===== src/rtl/poly_eval_seq.sv =====
// poly_eval_seq: sequential Horner-rule polynomial evaluator.
// Computes p(x) = c[N]*x^N + ... + c[1]*x + c[0] using one multiply-accumulate per clock.
// Arithmetic is signed two's complement. Each step either saturates or wraps to RW bits.
// A sticky flag records whether any step of the current evaluation left the RW range.
// ready/valid handshakes on both sides; coefficients and x are captured at accept.

module poly_eval_seq #(
   parameter int XW       = 8,
   parameter int CW       = 16,
   parameter int RW       = 16,
   parameter int DEGREE   = 2,
   parameter int SATURATE = 1
) (
   input  logic                      clock,
   input  logic                      reset,
   input  logic                      start,
   input  logic signed [XW-1:0]      x,
   input  logic [(DEGREE+1)*CW-1:0]  coeffs,
   input  logic                      out_ready,
   output logic                      ready,
   output logic                      valid,
   output logic signed [RW-1:0]      result,
   output logic                      overflow
);

   // Index width is at least one bit, so that DEGREE=0 still has a legal counter.
   localparam int IW        = (DEGREE > 0) ? $clog2(DEGREE + 1) : 1;
   // The coefficient store is padded to a power of two, so any idx value selects a defined slot.
   localparam int NSLOT     = 1 << IW;
   // This is full-precision width for acc*x + c. No intermediate result can overflow it.
   localparam int PW        = RW + XW + 1;
   localparam int IDX_START = (DEGREE > 0) ? DEGREE - 1 : 0;

   typedef enum logic [1:0] {
      IDLE,
      BUSY,
      DONE
   } state_t;

   state_t                state;
   state_t                state_next;

   logic signed [RW-1:0]  acc;
   logic signed [XW-1:0]  xr;
   logic [IW-1:0]         idx;
   logic                  ovf_r;
   logic signed [CW-1:0]  coef_in [NSLOT];
   logic signed [CW-1:0]  coef_r  [NSLOT];

   logic                  accept;
   logic signed [PW-1:0]  acc_ext;
   logic signed [PW-1:0]  x_ext;
   logic signed [PW-1:0]  c_ext;
   logic signed [PW-1:0]  prod;
   logic signed [PW-1:0]  s;
   logic                  s_in_range;
   logic signed [RW-1:0]  s_fit;

   // Split the packed coefficient bus into slots. Any padding slots are tied to zero.
   generate
      for (genvar g = 0; g < NSLOT; g++) begin : g_coef
         if (g <= DEGREE) begin : g_used
            assign coef_in[g] = coeffs[g*CW +: CW];
         end else begin : g_pad
            assign coef_in[g] = '0;
         end
      end
   endgenerate

   // A request is taken only while idle. When reset is also high, the datapath reset takes priority.
   assign accept = start && (state == IDLE);

   // One Horner step at full precision, followed by the range check and the fit back into RW bits.
   always_comb begin
      acc_ext    = PW'(acc);
      x_ext      = PW'(xr);
      c_ext      = PW'(coef_r[idx]);
      prod       = acc_ext * x_ext;
      s          = prod + c_ext;
      s_in_range = (&s[PW-1:RW-1]) | ~(|s[PW-1:RW-1]);
      s_fit      = s[RW-1:0];
      if (!s_in_range && (SATURATE != 0)) begin
         if (s[PW-1]) begin
            s_fit = {1'b1, {(RW-1){1'b0}}};
         end else begin
            s_fit = {1'b0, {(RW-1){1'b1}}};
         end
      end
   end

   // State register.
   always_ff @(posedge clock) begin
      if (reset) begin
         state <= IDLE;
      end else begin
         state <= state_next;
      end
   end

   // Next-state logic: idle -> busy for DEGREE steps -> done until downstream takes the result.
   always_comb begin
      state_next = state;
      case (state)
         IDLE: begin
            if (start) begin
               state_next = (DEGREE == 0) ? DONE : BUSY;
            end
         end
         BUSY: begin
            if (idx == '0) begin
               state_next = DONE;
            end
         end
         DONE: begin
            if (out_ready) begin
               state_next = IDLE;
            end
         end
         default: state_next = IDLE;
      endcase
   end

   // Output decode. ready is forced low while reset is asserted.
   always_comb begin
      ready = 1'b0;
      valid = 1'b0;
      case (state)
         IDLE:    ready = !reset;
         DONE:    valid = 1'b1;
         default: ;
      endcase
   end

   // Accumulator, sticky overflow flag, and step counter.
   always_ff @(posedge clock) begin
      if (reset) begin
         acc   <= '0;
         ovf_r <= 1'b0;
         idx   <= '0;
      end else if (accept) begin
         acc   <= RW'(coef_in[DEGREE]);
         ovf_r <= 1'b0;
         idx   <= IW'(IDX_START);
      end else if (state == BUSY) begin
         acc <= s_fit;
         if (!s_in_range) begin
            ovf_r <= 1'b1;
         end
         if (idx != '0) begin
            idx <= idx - 1'b1;
         end
      end
   end

   // Operand capture at accept. Later changes on the inputs do not affect the running evaluation.
   always_ff @(posedge clock) begin
      if (accept && !reset) begin
         xr     <= x;
         coef_r <= coef_in;
      end
   end

   assign result   = acc;
   assign overflow = ovf_r;

endmodule


===== config.mk =====
export PLATFORM = sky130hd
export DESIGN_NAME = poly_eval_seq
export DESIGN_NICKNAME = d
export VERILOG_FILES = /design/src/rtl/poly_eval_seq.sv
export SDC_FILE = /design/constraint.sdc
export NUM_CORES = 1
export LEC_CHECK = 0
export BUFFER_PORTS_ARGS = -buffer_cell sky130_fd_sc_hd__buf_2
export CORE_MARGIN = 2
export CORE_UTILIZATION = 30
export CTS_BUF_LIST = sky130_fd_sc_hd__clkbuf_4 sky130_fd_sc_hd__clkbuf_8
export CTS_CLUSTER_DIAMETER = 60
export CTS_CLUSTER_SIZE = 40
export DETAILED_ROUTE_END_ITERATION = 8
export HOLD_SLACK_MARGIN = 0.12
export REMOVE_ABC_BUFFERS = 1
export SYNTH_ARGS = -nofsm -noshare
export SYNTH_HDL_FRONTEND = slang
export SYNTH_SLANG_ARGS = --single-unit

===== constraint.sdc =====
create_clock -name clock -period 5.97 [get_ports clock]
set_clock_uncertainty 0.1 [all_clocks]
set_input_delay 1.194 -clock clock [delete_from_list [all_inputs] [get_ports clock]]
set_output_delay 1.194 -clock clock [all_outputs]
set_load 0.03 [all_outputs]

==> out/summary.txt <==
status - finished clean
GR Util All Layers - 0.151
Max Freq - 168 MHz
post-route minimum period - 5.95 ns
unrepaired setup endpoints after global routing - yes
nets@finish - 1,219
Inserted Clock Buffers - 9
Avg Synthesized Cell Area - 9.98 sq um
Initial DRC Count - 436
cell row count - 60
post-synthesis simple-gate area fraction - 0.155
area delta synth->final - 29.0%
top cell type's share of synthesized area - 0.296
number of synthesized register bits - 77
DRC errors left - 0
Synth warnings - 0
Final Hold Viols - 0
number of clock sinks - 77
Max-Slew Margin vs Limit - 0.515
setup_tns - 0 ns
initial antenna violation count - 0
Root Driver - clkbuf_8
Clock Latency Late Sink - 0.36 ns
vias - 6,560
actual slew at the worst max-slew pin - 0.728 ns
routed wire length - 22.4 mm
Overflow after GRT - 0
fillcell total - 2,653
Die H - 170 um
largest net degree at the start of global routing - 57
die area - 28,900 sq um
critical path required time - 6.11 ns
Multi-input gate area - 6230 sq um
hpwl dp - 16.9 mm
Post-Synth Adder-Cell Area - 0.379
CP startpoint kind - flip-flop
# Max-Cap Violations - 0
largest family of logic cells by synthesized area - adder cells
final worst-path cycle share - 0.996
Hold Path Class - reg -> reg
Die W - 170 um
Synth Flop Type - edfxtp_1
post-synthesis mux area share - 0.0212
Post-synth EDFFs - 56
setup ws final - 0.0226 ns
fin area - 10,600 sq um
Max clock buf depth - 2
Starting Density - 0.306
placed cell area - 9580 sq um
Core ar. - 27,000 sq um
first-pass GRT wire length - 34.4 mm
IO buf count - 78
clock transition at the registers of the reported paths - 0.08 ns
post-route antenna net violation count - 0
Synth Area in Compound Gates - 0.0956
Crit Path Max Fanout - 6
Setup CP Type - reg -> reg
post-synth top area cell - fa_1
share of cells above drive strength 1 - 0.311
Post-Place Setup Slack - -0.144 ns
Post-Synth XOR/XNOR Area - 0.0264
H-tree depth - 3
drt wl/cell - 16.9 um
CP Capture Type - flip-flop
Netlist cell types - 58
clock tree from TritonCTS - built
setup violators final - 0
synthesized instance count - 827
Initial DRT Pass Iterations - 4
post-synthesis sequential area ratio - 0.255
GP Congestion - 0.869
Worst Path Arrival - 6.09 ns
max-slew violations - 0
DR vias/cell - 4.94
Ports - 79
top cells by area, synth - fa_1, edfxtp_1, ha_1
Seq. cell area - 2110 sq um
vias in the first global route - 6,677
Ant. Diodes - 0
mapped cell area - 8260 sq um
ys async rst share - 0
[repair_timing]
item	in CTS	in global routing
setup endpoints to repair	14	16
resized for setup	13	107
setup buffers	1	18
hold buffers	0	0
pin swaps	5	57
cloned	1	3
[synthesized netlist by cell type (3+ instances only)]
cell type,instances
a211oi_1,3
a21o_1,4
a21oi_1,39
a41oi_1,3
and2_1,67
and3_1,3
buf_1,3
clkbuf_1,33
dfxtp_1,21
edfxtp_1,56
fa_1,122
ha_1,55
inv_1,102
mux2i_1,16
nand2_1,76
nand2b_1,7
nand3_1,4
nand4_1,5
nor2_1,61
nor3_1,33
o211ai_1,3
o211ai_2,3
o21ai_0,26
o21ai_1,14
xnor2_1,14
xor2_1,9
[cell type report]
class / count / area share
timing repair buffer: 184 / 0.124
sequential: 77 / 0.198
inverter: 102 / 0.0360
clock inverter: 5 / 0.00317
tap: 341 / 0.0401
multi-input combinational: 608 / 0.585
clock buffer: 11 / 0.0136
[state kept, by name (all words and copies together), names as in the netlist]
| signal | cells |
|---|---|
| overflow | 1 |
| state | 2 |
| idx | 2 |
| xr | 8 |
| coef_r | 48 |
| result | 16 |
[layer usage]
metal	vias up	GRT usage	wire length, um
met1	3348	0.201	9940
met3	30	0.0235	909
met2	161	0.260	11200
met4	0	0.0301	363
li1	3021	-	-
met5	-	0	0
[path summary, 6_finish.rpt]
| kind | slack, ns | end | depth (start not counted) | from |
|---|---|---|---|---|
| worst max-delay path | 0.02 | overflow$_SDFFE_PP0P_ | 23 | idx[1]$_SDFFE_PP0P_ |
| worst min-delay path | 0.44 | overflow$_SDFFE_PP0P_ | 1 | overflow$_SDFFE_PP0P_ |
| worst max register to register | 0.02 | overflow$_SDFFE_PP0P_ | 23 | idx[1]$_SDFFE_PP0P_ |
| worst min register to register | 0.44 | overflow$_SDFFE_PP0P_ | 1 | overflow$_SDFFE_PP0P_ |
[logic make-up after synthesis]
family	after synthesis
and+or+nand+nor	265
adders and majority gates	177
buffers and inverters	144
AOI/OAI and AO/OA	123
xor gates and xnor gates	24
muxes	17
DFF	77
[through the flow]
step	instances	utilization	hold slack [ns]
6_report	1328	0.394	0.436
2_1_floorplan	785	-	0.423
3_3_place_gp	1290	0.354	0.405
4_1_cts	1308	0.363	0.429
5_1_grt	1328	0.394	0.448
3_5_place_dp	1290	0.354	0.405
[worst max-delay path, cell delays in order, from the launching register on]
cell,delay (ns)
dfxtp_4,0.38
buf_12,0.15
mux2i_1,0.12
nor2_1,0.10
a21oi_1,0.07
fa_1,0.51
inv_1,0.05
fa_1,0.48
inv_1,0.06
fa_2,0.56
inv_1,0.05
fa_2,0.33
fa_1,0.50
ha_4,0.22
a211oi_4,0.25
o211ai_2,0.15
a31o_1,0.25
buf_4,0.15
a22oi_2,0.22
nand3_2,0.12
nor4_4,0.28
nand3_2,0.17
mux2_4,0.35
a22o_4,0.22
[cell usage in the layout (no fill, tap or decap), drive strengths merged, types with 3 or more instances in the layout]
cell type / synthesis / final
buf: 9 / 183
fa: 122 / 122
inv: 102 / 103
nand2: 76 / 76
and2: 67 / 67
nor2: 61 / 61
edfxtp: 56 / 56
ha: 55 / 55
a21oi: 41 / 41
o21ai: 40 / 40
nor3: 33 / 33
dfxtp: 21 / 21
mux2i: 16 / 16
xnor2: 15 / 15
clkbuf: 33 / 12
xor2: 9 / 9
nand2b: 7 / 7
o211ai: 6 / 6
nand4: 5 / 5
a211oi: 5 / 5
a21o: 4 / 4
nand3: 4 / 4
a41oi: 3 / 3
and3: 3 / 3
o31ai: 3 / 3
a31oi: 2 / 3
Power is not shown: default switching activity piles up to over one toggle a cycle in this logic, so the estimate is an artifact.
